`config.mk`:
```
export PLATFORM = sky130hd
export DESIGN_NAME = frame_out_scheduler_flat
export DESIGN_NICKNAME = d
export VERILOG_FILES = /design/src/rtl/frame_sched_pkg.sv /design/src/rtl/frame_out_scheduler_if.sv /design/src/rtl/frame_sched_stats.sv /design/src/rtl/frame_out_scheduler.sv /design/src/flat_wrapper.sv
export SDC_FILE = /design/constraint.sdc
export NUM_CORES = 1
export LEC_CHECK = 0
export CAP_MARGIN = 10
export CORE_MARGIN = 3
export CORE_UTILIZATION = 45
export CTS_CLUSTER_DIAMETER = 200
export DETAILED_ROUTE_END_ITERATION = 8
export GPL_TIMING_DRIVEN = 0
export PLACE_DENSITY = 0.76
export SYNTH_ARGS = -nofsm -noshare
export SYNTH_HDL_FRONTEND = slang
export SYNTH_HIERARCHICAL = 1
export SYNTH_SLANG_ARGS = --single-unit
export TNS_END_PERCENT = 20
```
`constraint.sdc`:
```
create_clock -name clk_out -period 2.3 [get_ports clk_out]
set_input_delay 0.46 -clock clk_out [delete_from_list [all_inputs] [get_ports clk_out]]
set_output_delay 0.46 -clock clk_out [all_outputs]
set_load 0.02 [all_outputs]
```
`src/rtl/frame_sched_pkg.sv`:
```
// Shared types and constants for the frame output scheduler.
// HEADER/TRAILER are the frame markers the upstream detector also uses.
package frame_sched_pkg;

  localparam int W         = 16;
  localparam int MAX_WORDS = 8;

  localparam logic [31:0] HEADER  = 32'hE0E0E0E0;
  localparam logic [31:0] TRAILER = 32'h0E0E0E0E;

  typedef enum logic [2:0] {
    IDLE  = 3'd0,
    READ  = 3'd1,
    LOAD  = 3'd2,
    GAP   = 3'd3,
    DRAIN = 3'd4
  } sched_state_t;

  // True when exactly one bit of the channel select is set.
  function automatic logic is_onehot8(input logic [7:0] v);
    return (v != 8'd0) && ((v & (v - 8'd1)) == 8'd0);
  endfunction

endpackage

```
`src/rtl/frame_out_scheduler_if.sv`:
```
// Descriptor, FIFO-read and serializer signals of the frame output scheduler.
// Descriptor handshake: a descriptor transfers on a rising clk_out edge where desc_vld && desc_rdy;
// desc_vld must hold its payload stable until that edge, and desc_rdy never depends on desc_vld.
interface frame_out_scheduler_if;

  logic                        desc_vld;
  logic                        desc_rdy;
  logic [7:0]                  desc_ch;
  logic [2:0]                  desc_len;
  logic                        desc_crc_ok;

  logic                        fifo_empty;
  logic                        fifo_rd_en;
  logic [frame_sched_pkg::W-1:0] fifo_rd_data;

  logic                        ser_rdy;
  logic                        ser_load;
  logic [frame_sched_pkg::W-1:0] ser_word;
  logic [7:0]                  ser_ch;
  logic                        ser_last;

  logic                        crc_valid_o;
  logic                        crc_err;
  logic                        frame_abort;
  logic                        busy;

  modport master (
    input  desc_vld, desc_ch, desc_len, desc_crc_ok,
    input  fifo_empty, fifo_rd_data, ser_rdy,
    output desc_rdy, fifo_rd_en, ser_load, ser_word, ser_ch, ser_last,
    output crc_valid_o, crc_err, frame_abort, busy
  );

  modport slave (
    output desc_vld, desc_ch, desc_len, desc_crc_ok,
    output fifo_empty, fifo_rd_data, ser_rdy,
    input  desc_rdy, fifo_rd_en, ser_load, ser_word, ser_ch, ser_last,
    input  crc_valid_o, crc_err, frame_abort, busy
  );

endinterface

```
`src/rtl/frame_sched_stats.sv`:
```
// Saturating frame counters (sent, dropped, aborted); only built with FRAME_SCHED_STATS_EN.
module frame_sched_stats (
  input  logic        clk_out,
  input  logic        rst_n,
  input  logic        inc_sent,
  input  logic        inc_dropped,
  input  logic        inc_abort,
  output logic [15:0] stat_sent,
  output logic [15:0] stat_dropped,
  output logic [15:0] stat_abort
);

  function automatic logic [15:0] sat_inc(input logic [15:0] v);
    return (v == 16'hFFFF) ? v : v + 16'd1;
  endfunction

  always_ff @(posedge clk_out or negedge rst_n) begin
    if (!rst_n) begin
      stat_sent    <= '0;
      stat_dropped <= '0;
      stat_abort   <= '0;
    end else begin
      if (inc_sent)    stat_sent    <= sat_inc(stat_sent);
      if (inc_dropped) stat_dropped <= sat_inc(stat_dropped);
      if (inc_abort)   stat_abort   <= sat_inc(stat_abort);
    end
  end

endmodule

```
`src/rtl/frame_out_scheduler.sv`:
```
// Sequences descriptor-driven FIFO reads into the shared word serializer, dropping bad frames.
// Optional counters via FRAME_SCHED_STATS_EN.
module frame_out_scheduler
  import frame_sched_pkg::*;
#(
  parameter int TIMEOUT_CYC = 64
) (
  input  logic                  clk_out,
  input  logic                  rst_n,
  frame_out_scheduler_if.master bus,
  output sched_state_t          state_dbg
`ifdef FRAME_SCHED_STATS_EN
  ,
  output logic [15:0]           stat_sent,
  output logic [15:0]           stat_dropped,
  output logic [15:0]           stat_abort
`endif
);

  localparam int TW = (TIMEOUT_CYC > 1) ? $clog2(TIMEOUT_CYC) : 1;
  localparam logic [TW-1:0] TMO_LAST = TW'(TIMEOUT_CYC - 1);

  sched_state_t  state_q, state_d;
  logic [3:0]    cnt_q, cnt_d;
  logic [TW-1:0] tmo_q, tmo_d;
  logic [7:0]    ch_q, ch_d;
  logic [2:0]    len_q, len_d;

  logic [W-1:0]  word_q;
  logic [7:0]    ser_ch_q;
  logic          last_q;

  logic rd_en, load, crc_valid, crc_err, abort, is_last;

  assign is_last = (cnt_q == {1'b0, len_q});

  always_comb begin
    state_d   = state_q;
    cnt_d     = cnt_q;
    tmo_d     = tmo_q;
    ch_d      = ch_q;
    len_d     = len_q;
    rd_en     = 1'b0;
    load      = 1'b0;
    crc_valid = 1'b0;
    crc_err   = 1'b0;
    abort     = 1'b0;

    unique case (state_q)
      IDLE: begin
        tmo_d = '0;
        if (bus.desc_vld) begin
          ch_d    = bus.desc_ch;
          len_d   = bus.desc_len;
          cnt_d   = '0;
          state_d = (bus.desc_crc_ok && is_onehot8(bus.desc_ch)) ? READ : DRAIN;
        end
      end
      READ: begin
        if (!bus.fifo_empty && bus.ser_rdy) begin
          rd_en   = 1'b1;
          tmo_d   = '0;
          state_d = LOAD;
        end else if (bus.fifo_empty) begin
          // A stalled serializer is not starvation; only empty cycles age the frame.
          if (tmo_q == TMO_LAST) begin
            abort   = 1'b1;
            state_d = IDLE;
          end else begin
            tmo_d = tmo_q + 1'b1;
          end
        end
      end
      LOAD: begin
        load      = 1'b1;
        crc_valid = (cnt_q == 4'd0);
        cnt_d     = cnt_q + 4'd1;
        state_d   = is_last ? IDLE : GAP;
      end
      GAP: begin
        state_d = READ;
      end
      DRAIN: begin
        if (!bus.fifo_empty) begin
          rd_en = 1'b1;
          tmo_d = '0;
          cnt_d = cnt_q + 4'd1;
          if (is_last) begin
            crc_err = 1'b1;
            state_d = IDLE;
          end
        end else if (tmo_q == TMO_LAST) begin
          abort   = 1'b1;
          state_d = IDLE;
        end else begin
          tmo_d = tmo_q + 1'b1;
        end
      end
      default: begin
        state_d = IDLE;
      end
    endcase
  end

  always_ff @(posedge clk_out or negedge rst_n) begin
    if (!rst_n) begin
      state_q <= IDLE;
      cnt_q   <= '0;
      tmo_q   <= '0;
      ch_q    <= '0;
      len_q   <= '0;
    end else begin
      state_q <= state_d;
      cnt_q   <= cnt_d;
      tmo_q   <= tmo_d;
      ch_q    <= ch_d;
      len_q   <= len_d;
    end
  end

  // Serializer outputs track the live word during LOAD and hold it afterwards.
  always_ff @(posedge clk_out or negedge rst_n) begin
    if (!rst_n) begin
      word_q   <= '0;
      ser_ch_q <= '0;
      last_q   <= 1'b0;
    end else if (load) begin
      word_q   <= bus.fifo_rd_data;
      ser_ch_q <= ch_q;
      last_q   <= is_last;
    end
  end

  assign bus.desc_rdy    = (state_q == IDLE);
  assign bus.busy        = (state_q != IDLE);
  assign bus.fifo_rd_en  = rd_en;
  assign bus.ser_load    = load;
  assign bus.ser_word    = load ? bus.fifo_rd_data : word_q;
  assign bus.ser_ch      = load ? ch_q : ser_ch_q;
  assign bus.ser_last    = load ? is_last : last_q;
  assign bus.crc_valid_o = crc_valid;
  assign bus.crc_err     = crc_err;
  assign bus.frame_abort = abort;
  assign state_dbg       = state_q;

`ifdef FRAME_SCHED_STATS_EN
  frame_sched_stats u_stats (
    .clk_out      (clk_out),
    .rst_n        (rst_n),
    .inc_sent     (load && is_last),
    .inc_dropped  (crc_err),
    .inc_abort    (abort),
    .stat_sent    (stat_sent),
    .stat_dropped (stat_dropped),
    .stat_abort   (stat_abort)
  );
`endif

endmodule
```
`src/flat_wrapper.sv`:
```
// flat-port wrapper written by rule: the top's interface ports become plain ports
module frame_out_scheduler_flat import frame_sched_pkg::*;
#(
  parameter int TIMEOUT_CYC = 64
)
  (clk_out, rst_n, state_dbg, bus_desc_vld, bus_desc_ch, bus_desc_len, bus_desc_crc_ok, bus_fifo_empty, bus_fifo_rd_data, bus_ser_rdy, bus_desc_rdy, bus_fifo_rd_en, bus_ser_load, bus_ser_word, bus_ser_ch, bus_ser_last, bus_crc_valid_o, bus_crc_err, bus_frame_abort, bus_busy);
  frame_out_scheduler_if bus_i ();
  input  logic clk_out;
  input  logic rst_n;
  output sched_state_t state_dbg;
  input wire logic [$bits(bus_i.desc_vld)-1:0] bus_desc_vld;
  input wire logic [$bits(bus_i.desc_ch)-1:0] bus_desc_ch;
  input wire logic [$bits(bus_i.desc_len)-1:0] bus_desc_len;
  input wire logic [$bits(bus_i.desc_crc_ok)-1:0] bus_desc_crc_ok;
  input wire logic [$bits(bus_i.fifo_empty)-1:0] bus_fifo_empty;
  input wire logic [$bits(bus_i.fifo_rd_data)-1:0] bus_fifo_rd_data;
  input wire logic [$bits(bus_i.ser_rdy)-1:0] bus_ser_rdy;
  output wire logic [$bits(bus_i.desc_rdy)-1:0] bus_desc_rdy;
  output wire logic [$bits(bus_i.fifo_rd_en)-1:0] bus_fifo_rd_en;
  output wire logic [$bits(bus_i.ser_load)-1:0] bus_ser_load;
  output wire logic [$bits(bus_i.ser_word)-1:0] bus_ser_word;
  output wire logic [$bits(bus_i.ser_ch)-1:0] bus_ser_ch;
  output wire logic [$bits(bus_i.ser_last)-1:0] bus_ser_last;
  output wire logic [$bits(bus_i.crc_valid_o)-1:0] bus_crc_valid_o;
  output wire logic [$bits(bus_i.crc_err)-1:0] bus_crc_err;
  output wire logic [$bits(bus_i.frame_abort)-1:0] bus_frame_abort;
  output wire logic [$bits(bus_i.busy)-1:0] bus_busy;
  assign bus_i.desc_vld = bus_desc_vld;
  assign bus_i.desc_ch = bus_desc_ch;
  assign bus_i.desc_len = bus_desc_len;
  assign bus_i.desc_crc_ok = bus_desc_crc_ok;
  assign bus_i.fifo_empty = bus_fifo_empty;
  assign bus_i.fifo_rd_data = bus_fifo_rd_data;
  assign bus_i.ser_rdy = bus_ser_rdy;
  assign bus_desc_rdy = bus_i.desc_rdy;
  assign bus_fifo_rd_en = bus_i.fifo_rd_en;
  assign bus_ser_load = bus_i.ser_load;
  assign bus_ser_word = bus_i.ser_word;
  assign bus_ser_ch = bus_i.ser_ch;
  assign bus_ser_last = bus_i.ser_last;
  assign bus_crc_valid_o = bus_i.crc_valid_o;
  assign bus_crc_err = bus_i.crc_err;
  assign bus_frame_abort = bus_i.frame_abort;
  assign bus_busy = bus_i.busy;
  frame_out_scheduler #(.TIMEOUT_CYC(TIMEOUT_CYC)) u_core (.clk_out(clk_out), .rst_n(rst_n), .bus(bus_i), .state_dbg(state_dbg));
endmodule
```
## Word level (Yosys, flattened, before mapping)

Cells that the tools add are included.

- Bitwise gates (word level): 1
- Multiply operators: 0
- Magnitude comparators: 0
- Shifts and indexed selects: 0
- Div/mod/pow operators: 0
- Reduce and logical (&&, ||, !) cells: 15
- $add $sub $neg: 3
- Mux-type cells: 32
- Equality and inequality tests: 10

Operator list:

| kind | number |
|---|---|
| $mux 6 | 4 |
| $mux 3 | 7 |
| $pmux 6 s3 | 1 |
| $mux 16 | 1 |
| $pmux 3 s5 | 1 |
| $pmux 4 s3 | 1 |
| $mux 1 | 11 |
| $reduce_bool 3->1 | 3 |
| $and 8x8->8 | 1 |
| $logic_not 8->1 | 1 |
| $mux 4 | 2 |
| $mux 8 | 1 |
| $reduce_bool 8->1 | 1 |
| $sub 8x1->8 const B | 1 |
| $add 6x1->6 const B | 1 |
| $eq 3x2->1 const B | 2 |
| $eq 6x6->1 const B | 1 |
| $ne 3x2->1 const B | 2 |
| $reduce_and 3->1 | 2 |
| $add 4x1->4 const B | 1 |
| $eq 4x3->1 | 1 |
| $logic_not 4->1 | 1 |
| $ne 2x2->1 const B | 2 |
| $pmux 1 s2 | 2 |
| 7 further kinds | 10 |

- Latch bits: 0
- RAM bits: 0
- Memories kept: 0
- Output and inout port bits: 35
- Input port bits: 33
- ROM bits: 0
- Logic and storage cells: 69
- Flip-flop bits (word level): 49

## Depth between registers and ports, before layout

Gate-level depths: netlist of the first run.

- Depth in word-level cells: 8
- Mapped depth: 6

## Worst setup path after synthesis of the first run

Ideal clock, no wire load.

- Kind: register to output
- Start: reg u_core.state_q[0], in the netlist u_core/state_dbg[0]
- End: out bus_ser_word[10]
- Arrival time: 1661 ps
- Stages on the path, launching flop included: 7
- Required time: 1840 ps
- Slack: 179 ps
- Cells stage by stage: dfrtp_1 -> nor2_1 -> nand2_1 -> clkinv_1 -> clkbuf_1 -> nand2_1 -> nand2_1

- Word-level cells in the longest chain between the ends: 3

RTL lines:

| what | RTL line | source |
|---|---|---|
| start: declaration | frame_out_scheduler.sv:23 | `sched_state_t state_q, state_d;` |
| start signal: assignment | frame_out_scheduler.sv:113 | `state_q <= state_d;` |
| $eq 3x2->1 | frame_out_scheduler.sv:49 | `unique case (state_q)` |
| $mux 1 | frame_out_scheduler.sv:49 |  |
| net bus_ser_load | flat_wrapper.sv:20 | `output wire logic [$bits(bus_i.ser_load)-1:0] bus_ser_load;` |
| $mux 16 | frame_out_scheduler.sv:138 | `assign bus.ser_word = load ? bus.fifo_rd_data : word_q;` |
| end: declaration | flat_wrapper.sv:21 | `output wire logic [$bits(bus_i.ser_word)-1:0] bus_ser_word;` |

The timed path passes the listed nets, and every way through them passes these cells.

## Worst setup path after layout of the first run

- Start: reg u_core.cnt_q[2]
- End: out bus_ser_last

- Word-level cells in the longest chain between the ends: 2

RTL lines:

| what | RTL line | source |
|---|---|---|
| start: declaration | frame_out_scheduler.sv:24 | `logic [3:0] cnt_q, cnt_d;` |
| start signal: assignment | frame_out_scheduler.sv:114 | `cnt_q <= cnt_d;` |
| $eq 4x3->1 | frame_out_scheduler.sv:35 | `assign is_last = (cnt_q == {1'b0, len_q});` |
| $mux 1 | frame_out_scheduler.sv:140 | `assign bus.ser_last = load ? is_last : last_q;` |
| end: declaration | flat_wrapper.sv:23 | `output wire logic [$bits(bus_i.ser_last)-1:0] bus_ser_last;` |

Every way passes these cells.

==> flow_metrics.py, run 1 <==
metrics = {
    "outcome": {
        "status": "finished, final reports clean",
    },
    "detailed_routing": {
        "drtPass1Iterations": 4,
        "drt_iter0_markers": 105,
        "drc_errors": 0,
        "num_vias": 2013,
        "drt_wl_total_mm": 5.36,
        "wl_per_cell_um": 13.5,
        "vias_per_cell": 5.08,
        "ant_nets": 0,
    },
    "layout": {
        "final_common_cell": "nand2_1",
        "multiInputGateArea_um2": 1080,
        "diodes": 0,
        "num-nets-final": 364,
        "seq_area_um2": 1230,
        "final_cell_mix": "83 x nand2_1, 46 x dfrtp_1, 34 x clkdlybuf4s50_1",
        "nFillCells": 398,
        "finalCoreUtilization_pct": 66.8,
        "fin_area_um2": 3260,
        "drive_gt1_share_pct": 21.9,
        "area_growth_syn_to_layout_pct": 39.6,
    },
    "worst_setup_path": {
        "r2r_start": "u_core/state_dbg[0]$_DFFE_PN0P_",
        "cp_max_fo": 5,
        "r2r-end": "u_core/ch_q[5]$_DFFE_PN0P_",
        "cp-end-kind": "output port",
        "cp_cell_sequence": "xor2_1 > or4_4 > o21ai_2 > buf_4",
        "cp_top_family": "simple AND/OR/NAND/NOR gates",
        "max_stage_delay_ps": 570,
        "critPathKind": "register to output port",
        "start_kind": "register",
        "r2r_slack_ps": 370,
        "cpMaxStageDelayCell": "or4_4",
        "rr_worst_depth": 6,
        "critPathArrivalTime_ps": 1780,
        "worstPathRequired_ps": 1840,
        "path_buf_inv": 1,
    },
    "logic_synthesis": {
        "syn_inst": 250,
        "synthArstFlopShare_pct": 100,
        "syn-num-nets": 286,
        "yosysSeqAreaShare_pct": 52.5,
        "ys_types": 41,
        "mappedNetlistArea_um2": 2340,
        "ys_seq_elements": 49,
        "syn_area_per_cell_um2": 9.34,
        "ys.warnings.count": 6,
        "synthFlopType": "dfrtp_1",
        "synth-edff-count": 0,
    },
    "floorplan": {
        "start_util_pct": 47.9,
        "die-height_um": 78.1,
        "core-area_um2": 4880,
        "die_area_um2": 6090,
        "die_x_um": 78.1,
        "pin_count": 68,
        "rows": 25,
    },
    "global_routing": {
        "grt_max_degree": 36,
        "overflow": 0,
        "antenna_found_initial": 0,
        "grt_pass1_vias": 1931,
        "grt_pass1_wl_mm": 8.94,
        "track_usage_pct": 18.4,
    },
    "clock_tree": {
        "clkLatencyLatePin_ps": 290,
        "clk_pin_slew_worst_paths_ps": 90,
        "htreeDepth": 2,
        "numCtsBuffers": 5,
        "ctsRootBufferMaster": "clkbuf_8",
        "cts_sinks": 49,
        "cts.path.max_buffers": 2,
        "cts_tree": "built",
        "hold_buffers": 0,
    },
    "timing": {
        "fin_ws_ps": 57.2,
        "worstMarginPinSlew_ps": 524,
        "slew_violations": 0,
        "tns_ps": 0,
        "relSlewSlack_pct": 64.8,
        "fin_crit_sh_pct": 97.5,
        "min_period_ps": 2240,
        "skew_ps": 9.12,
        "clock.fmax_mhz": 446,
        "holdWs_ps": 70.6,
        "hold_viol": 0,
        "setup_viol": 0,
        "rsz0062_at_grt": "yes",
    },
    "power": {
        "peakVddDrop_mv": 0.602,
        "powerDensity_nw_per_um2": 1060,
        "p_leak_nw": 1.55,
    },
    "placement": {
        "pre_cts_ws_ps": -451,
        "placed_area_um2": 3100,
        "dp_hpwl_mm": 3.97,
        "portBuffers": 66,
        "routabilityCongestion": 0.801,
    },
    "flow_run": {
        "cap_violations": 0,
    },
    "min_path": {
        "hold_path.class": "input pin to async pin",
    },
}
how the worst max path moves through the flow:
stage / cells after the start / startpoint / to
global placement: 1 / rst_n / u_core/ser_ch_q[4]$_DFF_PN0_
global route: 4 / u_core/cnt_q[2]$_DFFE_PN0P_ / bus_ser_last
finish: 4 / u_core/cnt_q[2]$_DFFE_PN0P_ / bus_ser_last
CTS: 4 / u_core/cnt_q[2]$_DFFE_PN0P_ / bus_ser_last
detailed placement: 7 / u_core/state_dbg[0]$_DFFE_PN0P_ / bus_ser_word[3]
floorplan: 6 / u_core/state_dbg[0]$_DFFE_PN0P_ / bus_ser_word[10]
flip-flops by register name, summed over array words and instances (netlist names):
name and count:
u_core/word_q 16, u_core/ch_q 8, u_core/last_q 1, u_core/state_dbg 3
u_core/cnt_q 4, u_core/len_q 3, u_core/tmo_q 6, u_core/ser_ch_q 8
routing by layer:
metal	vias to the layer above	routed length (um)	track usage, %
li1	987	-	-
met1	970	2320	23.4
met2	47	2730	31.5
met3	9	232	3.78
met4	0	78	5.59
met5	-	0	0
area by class of cell:
cell class	instances	share of cell area, %
multi-input cells	185	33.0
clock buffers	7	2.34
clock inverters	1	0.230
plain buffers	10	1.84
well taps	67	2.57
repair buffers	71	21.4
inverters	6	0.844
flip-flops and latches	49	37.7
timing repair:
| action | CTS | global route |
|---|---|---|
| endpoints found under the hold margin | 0 | 0 |
| setup buffers | 1 | 3 |
| resized for setup | 86 | 24 |
| endpoints found under the setup margin | 30 | 27 |
synth_stat cells (4+ instances only):
cell	count	area (um^2)
nor3_1	4	20.0
inv_1	5	18.8
nand2_1	84	315
nor2_1	11	41.3
xor2_1	6	52.6
nor4b_1	4	35.0
nand3_1	11	55.1
a21oi_1	8	40.0
mux2_2	11	124
o21ai_0	9	45.0
dfrtp_1	49	1230
clkbuf_1	7	26.3
through the flow:
stage | power, mW | std cells
2_1_floorplan | 2.31 | 250
3_3_place_gp | 3.01 | 383
3_5_place_dp | 3.06 | 384
4_1_cts | 3.48 | 393
5_1_grt | 3.72 | 396
6_report | 3.47 | 396
logic make-up after synthesis:
| logic type | count (synthesis) | share of synthesized area, % |
|---|---|---|
| flip-flops | 49 | 52.5 |
| multiplexers | 12 | 5.73 |
| adder cells (fa/ha/maj) | 4 | 2.04 |
| AO/OA/AOI/OAI | 28 | 7.82 |
| buffers and inverters | 16 | 2.84 |
| XOR/XNOR | 9 | 3.37 |
| AND/OR/NAND/NOR | 132 | 25.7 |
power by group:
part / internal [mW] / switching [mW] / leakage [nW]
Sequential: 1.21 / 0.174 / 0.617
Combinational: 0.727 / 0.875 / 0.893
Clock: 0.216 / 0.271 / 0.0385
(Power assumes the default switching activity.)
==> run 2: changes to the inputs <==
--- a/config.mk
+++ b/config.mk
@@ -12,6 +12,7 @@
 export DETAILED_ROUTE_END_ITERATION = 8
 export GPL_TIMING_DRIVEN = 0
 export PLACE_DENSITY = 0.76
+export RECOVER_POWER = 25
 export SYNTH_ARGS = -nofsm -noshare
 export SYNTH_HDL_FRONTEND = slang
 export SYNTH_HIERARCHICAL = 1
==> flow_metrics.py, run 2 (synthesis results as in run 1) <==
metrics = {
    "outcome": {
        "status": "finished, final reports clean",
    },
    "detailed_routing": {
        "drtPass1Iterations": 4,
        "wl_per_cell_um": 13.5,
        "num_vias": 1996,
        "drc_errors": 0,
        "ant_nets": 0,
        "drt_iter0_markers": 105,
        "drt_wl_total_mm": 5.35,
        "vias_per_cell": 5.04,
    },
    "global_routing": {
        "overflow": 0,
        "met1_usage_pct": 23.4,
        "grt_pass1_wl_mm": 8.94,
        "grt_busiest_layer": "met2",
        "gr-usage-met3_pct": 3.78,
        "antenna_found_initial": 0,
        "track_usage_pct": 18.4,
        "globalRouteMet2Util_pct": 31.5,
        "grt_max_degree": 36,
        "grt_pass1_vias": 1931,
    },
    "layout": {
        "area_growth_syn_to_layout_pct": 38.9,
        "final_cells": 396,
        "final_cell_mix": "83 x nand2_1, 46 x dfrtp_1, 34 x clkdlybuf4s50_1",
        "nFillCells": 399,
        "largestRegisters": "u_core/word_q x16, u_core/ch_q x8, u_core/ser_ch_q x8",
        "drive_gt1_share_pct": 21.6,
        "regMostFlops": "u_core/word_q",
        "finalCoreUtilization_pct": 66.5,
        "fin_area_um2": 3250,
        "diodes": 0,
        "final_common_cell": "nand2_1",
        "largest_register_ffs": 16,
        "num-nets-final": 364,
    },
    "worst_setup_path": {
        "cp-end-kind": "output port",
        "start_kind": "register",
        "critPathArrivalTime_ps": 1790,
        "cp_max_fo": 5,
        "critPathKind": "register to output port",
        "worstPathRequired_ps": 1840,
    },
    "clock_tree": {
        "htreeDepth": 2,
        "cts_tree": "built",
        "ctsRootBufferMaster": "clkbuf_8",
        "numCtsBuffers": 5,
        "cts_sinks": 49,
        "clkLatencyLatePin_ps": 300,
        "cts.path.max_buffers": 2,
        "hold_buffers": 0,
        "clk_pin_slew_worst_paths_ps": 90,
    },
    "timing": {
        "setup_viol": 0,
        "fin_ws_ps": 54.0,
        "rsz0062_at_grt": "yes",
        "skew_ps": 9.87,
        "holdWs_ps": 228,
        "hold_viol": 0,
        "tns_ps": 0,
        "clock.fmax_mhz": 445,
        "fin_crit_sh_pct": 97.7,
        "worstMarginPinSlew_ps": 876,
        "slew_violations": 0,
        "relSlewSlack_pct": 41.6,
        "min_period_ps": 2250,
    },
    "floorplan": {
        "die_area_um2": 6090,
        "start_util_pct": 47.9,
        "rows": 25,
        "die-height_um": 78.1,
        "die_x_um": 78.1,
        "pin_count": 68,
        "core-area_um2": 4880,
    },
    "power": {
        "powerDensity_nw_per_um2": 1070,
        "p_leak_nw": 1.54,
        "power.total_mw": 3.47,
        "peakVddDrop_mv": 0.603,
    },
    "placement": {
        "pre_cts_ws_ps": -451,
        "placed_area_um2": 3100,
        "dp_hpwl_mm": 3.97,
        "routabilityCongestion": 0.801,
        "post-place-cells": 384,
        "portBuffers": 66,
    },
    "min_path": {
        "hold_path.class": "input pin to async pin",
    },
    "flow_run": {
        "cap_violations": 0,
    },
}
==> run 2: changes by cell type in the layout (fill, tap and decap cells not counted) <==
| cell | before | now |
|---|---|---|
| buf_12 | 1 | 0 |
| clkbuf_1 | 5 | 6 |
| clkbuf_2 | 3 | 4 |
| buf_2 | 5 | 4 |
==> run 2: cell type report <==
| type | count | area [um^2] | share of cell area, % |
|---|---|---|---|
| sequential | 49 | 1230 | 37.9 |
| clock buffer | 7 | 76.3 | 2.35 |
| buffer | 10 | 60.1 | 1.85 |
| timing repair buffer | 71 | 683 | 21.0 |
| multi-input combinational | 185 | 1080 | 33.2 |
| inverter | 6 | 27.5 | 0.848 |
| tap | 67 | 83.8 | 2.58 |
| clock inverter | 1 | 7.51 | 0.231 |
==> run 2: where the power goes <==
part	internal (mW)	switching (mW)	total, mW
clock	0.216	0.272	0.488
sequential	1.21	0.174	1.38
combinational	0.723	0.875	1.60
total	2.15	1.32	3.47
==> run 2: final timing paths <==
path | to | from | slack [ps] | depth (start not counted)
worst max-delay path | bus_ser_last | u_core/cnt_q[2]$_DFFE_PN0P_ | 50 | 4
worst min-delay path | u_core/state_dbg[1]$_DFFE_PN0P_ | rst_n | 230 | 1
worst max register to register | u_core/ch_q[5]$_DFFE_PN0P_ | u_core/state_dbg[0]$_DFFE_PN0P_ | 370 | 6
worst min register to register | u_core/ser_ch_q[2]$_DFF_PN0_ | u_core/ser_ch_q[2]$_DFF_PN0_ | 470 | 2
max in group asynchronous | u_core/state_dbg[0]$_DFFE_PN0P_ | rst_n | 680 | 2
min in group clk_out | u_core/ser_ch_q[2]$_DFF_PN0_ | u_core/ser_ch_q[2]$_DFF_PN0_ | 470 | 2
==> run 2: metal layers <==
metal,vias up,share of wire (%)
met3,9,3.9
met2,37,51
li1,986,-
met4,0,1.5
met5,-,0
met1,964,44
==> run 2: worst max-delay path, stage by stage, from the launching register on <==
cell     delay [ps]
dfrtp_1         430
xor2_1          170
or4_4           570
o21ai_2         150
buf_4           160
==> run 2: what timing repair did <==
item	4_1_cts	5_1_grt
gates resized for setup	86	24
buffers inserted	1	3
endpoints found under the setup margin	30	27
==> run 3: changes to the inputs <==
--- a/config.mk
+++ b/config.mk
@@ -8,7 +8,9 @@
 export CAP_MARGIN = 10
 export CORE_MARGIN = 3
 export CORE_UTILIZATION = 45
+export CTS_BUF_LIST = sky130_fd_sc_hd__clkbuf_8
 export CTS_CLUSTER_DIAMETER = 200
+export CTS_CLUSTER_SIZE = 24
 export DETAILED_ROUTE_END_ITERATION = 8
 export GPL_TIMING_DRIVEN = 0
 export PLACE_DENSITY = 0.76
==> flow_metrics.py, run 3 (synthesis results as in run 1) <==
metrics = {
    "timing": {
        "clock.fmax_mhz": 445,
        "min_period_ps": 2250,
        "relSlewSlack_pct": 41.6,
        "fin_crit_sh_pct": 97.7,
        "worstMarginPinSlew_ps": 876,
        "fin_ws_ps": 53.7,
        "skew_ps": 10.1,
        "rsz0062_at_grt": "yes",
        "slew_violations": 0,
        "holdWs_ps": 227,
        "tns_ps": 0,
        "hold_viol": 0,
        "setup_viol": 0,
    },
    "floorplan": {
        "die_area_um2": 6090,
        "start_util_pct": 47.9,
        "rows": 25,
        "pin_count": 68,
        "die-height_um": 78.1,
        "die_x_um": 78.1,
        "core-area_um2": 4880,
    },
    "worst_setup_path": {
        "start_kind": "register",
        "critPathArrivalTime_ps": 1790,
        "cp_cell_sequence": "xor2_1 > or4_4 > o21ai_2 > buf_4",
        "rr_worst_depth": 6,
        "critPathKind": "register to output port",
        "cp_max_fo": 5,
        "path_buf_inv": 1,
        "max_stage_delay_ps": 570,
        "cpMaxStageDelayCell": "or4_4",
        "cp_top_family": "simple AND/OR/NAND/NOR gates",
        "path_depth": 4,
        "cp-end-kind": "output port",
        "worstPathRequired_ps": 1840,
    },
    "placement": {
        "portBuffers": 66,
        "dp_hpwl_mm": 3.97,
        "placed_area_um2": 3100,
        "routabilityCongestion": 0.801,
        "pre_cts_ws_ps": -451,
        "post-place-cells": 384,
    },
    "clock_tree": {
        "cts_tree": "built",
        "ctsRootBufferMaster": "clkbuf_8",
        "htreeDepth": 2,
        "numCtsBuffers": 5,
        "cts.path.max_buffers": 2,
        "clk_pin_slew_worst_paths_ps": 90,
        "clkLatencyLatePin_ps": 300,
        "cts_sinks": 49,
    },
    "global_routing": {
        "antenna_found_initial": 0,
        "track_usage_pct": 18.4,
        "grt_pass1_vias": 1931,
        "overflow": 0,
        "grt_pass1_wl_mm": 8.94,
        "grt_max_degree": 36,
    },
    "layout": {
        "largest_register_ffs": 16,
        "fin_area_um2": 3250,
        "final_common_cell": "nand2_1",
        "final_cell_mix": "83 x nand2_1, 46 x dfrtp_1, 34 x clkdlybuf4s50_1",
        "largestRegisters": "u_core/word_q x16, u_core/ch_q x8, u_core/ser_ch_q x8",
        "final_cells": 396,
        "area_growth_syn_to_layout_pct": 38.9,
        "nFillCells": 399,
        "diodes": 0,
        "drive_gt1_share_pct": 21.6,
        "num-nets-final": 364,
        "regMostFlops": "u_core/word_q",
    },
    "detailed_routing": {
        "vias_per_cell": 5.05,
        "drt_wl_total_mm": 5.35,
        "drc_errors": 0,
        "num_vias": 1999,
        "wl_per_cell_um": 13.5,
        "ant_nets": 0,
        "drtPass1Iterations": 4,
        "drt_iter0_markers": 104,
    },
    "outcome": {
        "status": "finished, final reports clean",
    },
    "flow_run": {
        "cap_violations": 0,
    },
    "power": {
        "peakVddDrop_mv": 0.604,
        "p_leak_nw": 1.55,
        "powerDensity_nw_per_um2": 1070,
    },
    "min_path": {
        "hold_path.class": "input pin to async pin",
    },
}
## run 3: metal layers
metal	GRT usage [%]	wire (um)
met1	23.4	2340
met2	31.5	2710
met3	3.78	219
met4	5.59	78
met5	0	0
## run 3: path summary, 6_finish.rpt
kind                                                         to  slack, ps                             from
worst max-delay path                               bus_ser_last         50      u_core/cnt_q[2]$_DFFE_PN0P_
worst min-delay path            u_core/state_dbg[1]$_DFFE_PN0P_        230                            rst_n
worst max register to register       u_core/ch_q[5]$_DFFE_PN0P_        370  u_core/state_dbg[0]$_DFFE_PN0P_
worst min register to register     u_core/ser_ch_q[2]$_DFF_PN0_        470     u_core/ser_ch_q[2]$_DFF_PN0_
max in group asynchronous       u_core/state_dbg[0]$_DFFE_PN0P_        680                            rst_n
min in group clk_out               u_core/ser_ch_q[2]$_DFF_PN0_        470     u_core/ser_ch_q[2]$_DFF_PN0_
## run 3: layout make-up
class / instances / area [um^2] / share of cell area (%)
repair buffers: 71 / 683 / 21.0
inverters: 6 / 27.5 / 0.848
multi-input cells: 185 / 1080 / 33.2
well taps: 67 / 83.8 / 2.58
flip-flops and latches: 49 / 1230 / 37.9
clock inverters: 3 / 15.0 / 0.463
plain buffers: 10 / 60.1 / 1.85
clock buffers: 5 / 68.8 / 2.12
## run 3: report_power, final
group / total, mW / leakage, nW / internal [mW] / switching (mW)
Clock: 0.479 / 0.0467 / 0.207 / 0.272
Combinational: 1.60 / 0.885 / 0.723 / 0.875
Sequential: 1.38 / 0.617 / 1.21 / 0.174
## run 3: per-stage QoR
step / utilization, % / power [mW]
after floorplan: - / 2.31
final: 66.5 / 3.46
after detailed placement: 63.4 / 3.06
after global placement: 63.1 / 3.01
after CTS: 65.9 / 3.47
after global routing: 66.5 / 3.71
## run 3: repair_timing
item	4_1_cts	5_1_grt
hold buffers	0	0
buffers inserted	1	3
gates cloned	0	0
gates resized for setup	86	24
setup endpoints to repair	30	27
